## src/rtl/btn_conditioner.sv

```systemverilog
// Button/switch input conditioning: 2-flop synchronisers, per-channel debounce and press strobes.
// Optional auto-repeat on held buttons is built when BTN_AUTOREPEAT_EN is defined.
module btn_conditioner #(
  parameter int NUM_BTNS        = 4,
  parameter int NUM_SWS         = 8,
  parameter int DEBOUNCE_CYCLES = 1000000,
  parameter int CNT_W           = 20,
  parameter int REPEAT_DELAY    = 50000000,
  parameter int REPEAT_PERIOD   = 10000000
) (
  input  logic                clk,
  input  logic                rst_n,
  input  logic [NUM_BTNS-1:0] btns_raw,
  input  logic [NUM_SWS-1:0]  swtchs_raw,
  output logic [NUM_BTNS-1:0] btns_level,
  output logic [NUM_BTNS-1:0] btns_pulse,
  output logic [NUM_SWS-1:0]  swtchs_sync
);

  localparam logic [CNT_W-1:0] CNT_MAX = CNT_W'(DEBOUNCE_CYCLES - 1);

  // Reject parameter sets the counters cannot represent.
  if (DEBOUNCE_CYCLES < 2 || REPEAT_PERIOD < 1 || REPEAT_PERIOD > REPEAT_DELAY ||
      (DEBOUNCE_CYCLES - 1) >= (1 << CNT_W)) begin : g_param_check
    $error("btn_conditioner: illegal parameter set");
  end

  logic [NUM_BTNS-1:0] btn_meta;
  logic [NUM_BTNS-1:0] btn_sync;
  logic [NUM_SWS-1:0]  sw_meta;
  logic [CNT_W-1:0]    cnt [NUM_BTNS];
  logic [NUM_BTNS-1:0] accept;
  logic [NUM_BTNS-1:0] press;

  always_ff @(posedge clk or negedge rst_n) begin
    if (!rst_n) begin
      btn_meta    <= '0;
      btn_sync    <= '0;
      sw_meta     <= '0;
      swtchs_sync <= '0;
    end else begin
      btn_meta    <= btns_raw;
      btn_sync    <= btn_meta;
      sw_meta     <= swtchs_raw;
      swtchs_sync <= sw_meta;
    end
  end

  // accept: the synchronised bit has disagreed with the level for a full debounce window.
  always_comb begin
    accept = '0;
    for (int unsigned i = 0; i < NUM_BTNS; i++) begin
      accept[i] = (btn_sync[i] != btns_level[i]) && (cnt[i] == CNT_MAX);
    end
  end

  assign press = accept & btn_sync;

  always_ff @(posedge clk or negedge rst_n) begin
    if (!rst_n) begin
      btns_level <= '0;
      for (int unsigned i = 0; i < NUM_BTNS; i++) begin
        cnt[i] <= '0;
      end
    end else begin
      for (int unsigned i = 0; i < NUM_BTNS; i++) begin
        if (btn_sync[i] == btns_level[i]) begin
          cnt[i] <= '0;
        end else if (accept[i]) begin
          cnt[i]        <= '0;
          btns_level[i] <= btn_sync[i];
        end else begin
          cnt[i] <= cnt[i] + 1'b1;
        end
      end
    end
  end

`ifdef BTN_AUTOREPEAT_EN
  localparam int             RPT_W      = $clog2(REPEAT_DELAY + 1);
  localparam logic [RPT_W-1:0] RPT_LAST   = RPT_W'(REPEAT_DELAY - 1);
  localparam logic [RPT_W-1:0] RPT_RELOAD = RPT_W'(REPEAT_DELAY - REPEAT_PERIOD);

  logic [RPT_W-1:0]    rpt [NUM_BTNS];
  logic [NUM_BTNS-1:0] rpt_fire;

  // Pulse fires on the edge the timer would reach REPEAT_DELAY; reloading to
  // DELAY-PERIOD then spaces later pulses REPEAT_PERIOD apart. A level that is
  // falling this cycle (level high and accept) neither fires nor keeps counting.
  always_comb begin
    rpt_fire = '0;
    for (int unsigned i = 0; i < NUM_BTNS; i++) begin
      rpt_fire[i] = btns_level[i] && !accept[i] && (rpt[i] == RPT_LAST);
    end
  end

  always_ff @(posedge clk or negedge rst_n) begin
    if (!rst_n) begin
      for (int unsigned i = 0; i < NUM_BTNS; i++) begin
        rpt[i] <= '0;
      end
    end else begin
      for (int unsigned i = 0; i < NUM_BTNS; i++) begin
        if (!btns_level[i] || accept[i]) begin
          rpt[i] <= '0;
        end else if (rpt_fire[i]) begin
          rpt[i] <= RPT_RELOAD;
        end else begin
          rpt[i] <= rpt[i] + 1'b1;
        end
      end
    end
  end

  always_ff @(posedge clk or negedge rst_n) begin
    if (!rst_n) begin
      btns_pulse <= '0;
    end else begin
      btns_pulse <= press | rpt_fire;
    end
  end
`else
  always_ff @(posedge clk or negedge rst_n) begin
    if (!rst_n) begin
      btns_pulse <= '0;
    end else begin
      btns_pulse <= press;
    end
  end
`endif

endmodule
```

## config.mk

```make
export PLATFORM = sky130hd
export DESIGN_NAME = btn_conditioner
export DESIGN_NICKNAME = d
export VERILOG_FILES = /design/src/rtl/btn_conditioner.sv
export SDC_FILE = /design/constraint.sdc
export NUM_CORES = 1
export LEC_CHECK = 0
export CAP_MARGIN = 20
export CORE_UTILIZATION = 45
export CTS_BUF_LIST = sky130_fd_sc_hd__clkbuf_2
export DETAILED_ROUTE_END_ITERATION = 6
export PLACE_DENSITY = 0.74
export SKIP_CTS_REPAIR_TIMING = 1
export SLEW_MARGIN = 0
export SYNTH_ARGS = -nofsm -noshare
export SYNTH_HDL_FRONTEND = slang
export SYNTH_SLANG_ARGS = --single-unit
```

## constraint.sdc

```tcl
create_clock -name clk -period 1.99 [get_ports clk]
set_input_delay 0.398 -clock clk [delete_from_list [all_inputs] [get_ports clk]]
set_output_delay 0.398 -clock clk [all_outputs]
set_load 0.05 [all_outputs]
```

==> results list <==
- Synthesis produced 466 cells.
- Critical path launch point type: flip-flop
- Dpl cells: approximately 640
- Setup violations remaining at the end of the flow were counted as 0.
* Initial standard-cell utilization of the core: 0.470
- Placed wire-length estimate after detailed placement: ~6400 µm
- The flow ran to the end, and the final reports show no timing, DRC or antenna violations.
* Maximum number of pins on one net before global-route repair: 43
- Port buffering added 29 buffers.
- For this design the ratio of total power to cell area is around 590 mW/mm².
- The worst path in the final design needs a cycle of between 1500 and 2000 ps, including I/O delays and setup.
- Share of cells above drive strength 1: 0.130
- Measured against its own limit, the worst slew margin works out to 0.651.
- The worst setup path is of the reg -> reg kind.
- Fraction of the cycle the final worst path needs: 0.966
* Area of the die: around 0.011 mm²
- Most used flip-flop cell after synthesis: dfrtp_1
- Number of cell rows: 37
- Compared with the post-synthesis result, the final layout area differs by 16.3%.
- H-tree levels: 3
* Number of buffers inserted during clock tree synthesis: 9
- Counting along the longest clock path gives a buffer depth of 2.
- Proportion of synthesized chip area in sequential cells: 0.569
- The finished layout holds ~660 standard cells, fillers aside.
- The congestion estimate from routability-driven global placement came to around 0.83.
- Routed len/inst: roughly 14 µm
- In the routed layout, each cell is associated on average with a via count of between 5 and 6.
- Synth warnings: 0
- Via count of the first global-routing pass: 3588
- Max-cap violations: 0
- STA puts the critical path data arrival time at around 2400 ps.
* Distinct cells, synth: 38
- For the pin with the worst max-slew slack, the measured transition is 522 ps.
* CTS sink cnt: between 100 and 150
* Cell with the largest stage delay on the worst path: or4_2
- For this block, the initial DRC count from the detailed router was between 150 and 200.
- The routed design has around 9000 µm of wire.
- Latest clock arrival within the worst-skew pair: 540 ps
* Fraction of synthesis flops using an asynchronous set or reset pin: 1.00
- Peak fanout along the critical path: 6
- The analysis attributes to cell leakage a power of approximately 0.0025 µW.
- The floorplan step defined a core boundary enclosing between 0.01 and 0.015 mm².
- Number of iterations in the first detailed-routing pass: 4
* Post-Synthesis Net Count: just under 500
- The final layout contains around 540 nets.
- The repair_antennas step left the layout with diodes totalling 0.
* Utilization of the core after routing: 0.547
- The mapped netlist covers ~0.0049 mm².
* First-pass GRT wire length: 16100 µm
- Number of enable flip-flop cells after synthesis: 0
- Max Freq: roughly 520 MHz
- The number of hold violations in the final report is 0.
* Number of top-level pins: 30
- The initial antenna violation count was 0.
* Clock-pin slew on the worst setup and hold paths: roughly 270 ps
- Delay of the slowest cell on the worst path: 740 ps
- Syn avg cell area: between 10 and 15 µm²
- Largest clock skew in the final design: a little over 20 ps
- Series of cell instances along the critical path: nand4_2 > or4_2 > or3_1 > a21oi_1
* Clock tree from TritonCTS: done
- Element type at the critical path end: flip-flop
* Number of pins exceeding their max-slew limit in the final report: 0
- Die outline width: approximately 110 µm
- Counting flops and latches in the post-synthesis netlist gives between 100 and 150.
- Measured along the y axis, the die boundary spans 107 µm.
- Clk root buf: clkbuf_2
- The detail route stage leaves a number of antenna-violating nets equal to 0.
- For the worst setup path, the data required time is between 2000 and 2500 ps.
- DRC violations left: 0
* Type of the tightest min-delay check: in -> reg
- Global router's overall resource usage: 0.177
- The routed layout has roughly 3600 vias.
* Layout filler cell count: between 900 and 1000
- Max IR drop VDD: between 0.0003 and 0.0004 V
* Gr ovfl total: 0
==> state kept, by name, indices dropped and copies added, names as in the netlist <==
register and flops:
cnt 80, sw_meta 8, swtchs_sync 8, btn_meta 4, btn_sync 4, btns_level 4, btns_pulse 4
==> metal layers <==
metal | up-vias | track usage | wire (µm)
li1 | 1754 | - | -
met1 | 1733 | 0.231 | 4260
met2 | 59 | 0.294 | 4550
met3 | 6 | 0.0401 | 306
met4 | 0 | 0.0519 | 59
met5 | - | 0 | 0
==> cells in the final DEF, fill, tap and decap left out, types with 4 or more instances in the layout <==
cell             instances
nor4_1                  12
mux2_2                   4
or2_2                    4
nand4_1                 14
inv_1                   14
a21oi_1                 24
or3_1                   15
dlymetal6s2s_1          16
nor2_1                  59
nor3_1                  10
or4_1                   11
o31ai_1                 11
nand2_1                 29
buf_4                   24
clkbuf_2                10
nand3_1                 24
and3_1                   7
dfrtp_1                109
xor2_1                  24
xnor2_1                 28
nor4b_1                  4
clkdlybuf4s50_1         12
and4_1                   5
o21ai_0                 13
==> final timing paths <==
path                                  start        endpoint  slack (ps)  cells after the start
worst max-delay path                cnt[67]         cnt[73]          70                      4
worst min-delay path            btns_raw[0]     btn_meta[0]         250                      1
worst max register to register      cnt[67]         cnt[73]          70                      4
worst min register to register   sw_meta[7]  swtchs_sync[7]         360                      0
max in group asynchronous             rst_n         cnt[58]        1130                      3
min in group asynchronous             rst_n     btn_sync[3]         280                      2
==> cell type report <==
type                            count  area, µm²  share of cell area
Clock buffer                       10       50.0             0.00874
Clock inverter                      4       23.8             0.00415
Inverter                           14       52.6             0.00918
Multi-Input combinational cell    326       2050               0.358
Sequential cell                   112       2810               0.490
Tap cell                          136        170              0.0297
Timing Repair Buffer               57        573               0.100
==> worst max-delay path, delay by kind of cell, from the launching register on <==
family / cells / cell delay [ps]
AO/OA/AOI/OAI: 1 / 160
flip-flops: 1 / 480
AND/OR/NAND/NOR: 3 / 1240
==> kinds of logic after synthesis <==
kind of cell | count (synthesis) | synth area share
AO/OA/AOI/OAI | 52 | 0.0615
XOR/XNOR | 52 | 0.0925
adder cells (fa/ha/maj) | 4 | 0.0102
buffers and inverters | 28 | 0.0234
flip-flops | 112 | 0.569
multiplexers | 4 | 0.00915
AND/OR/NAND/NOR | 214 | 0.234
==> synth_stat cells (2+ instances only) <==
cell type	n	share of area
ha_1	4	0.010
or2_2	4	0.0051
nor2_1	59	0.045
nand4b_1	2	0.0036
nor4b_1	4	0.0071
nor3_1	12	0.012
or4b_2	2	0.0041
o31ai_1	14	0.021
a21oi_1	24	0.024
xor2_1	24	0.043
mux2_2	4	0.0092
xnor2_1	28	0.050
nand4_1	14	0.018
inv_1	14	0.011
buf_2	5	0.0051
clkbuf_1	8	0.0061
or4_1	12	0.018
or3_1	16	0.020
nand2_1	29	0.022
and3_1	7	0.0089
nand3_1	24	0.024
and3b_1	2	0.0036
o21ai_0	13	0.013
nor4_1	12	0.015
dfrtp_1	112	0.57
and4_1	5	0.0089
==> metrics by stage <==
step	setup TNS (ps)	instance area (µm²)	total power [µW]	setup WS (ps)	hold WS, ps
floorplan	0	4920	2480	14.8	102
global placement	0	5490	2600	53.9	331
detailed placement	-10.1	5490	2610	-10.1	335
CTS	-3660	5570	3440	-305	-314
global route	-133	5730	3550	-23.3	154
finish	0	5730	3380	67.0	251
==> power breakdown <==
group | total (µW) | leakage (µW) | internal, µW | switching, µW
Combinational | 219 | 0.000978 | 84.6 | 134
Sequential | 2350 | 0.00149 | 2320 | 29.5
Clock | 812 | 0.0000473 | 149 | 663
Power figures use the tool's default switching activity.
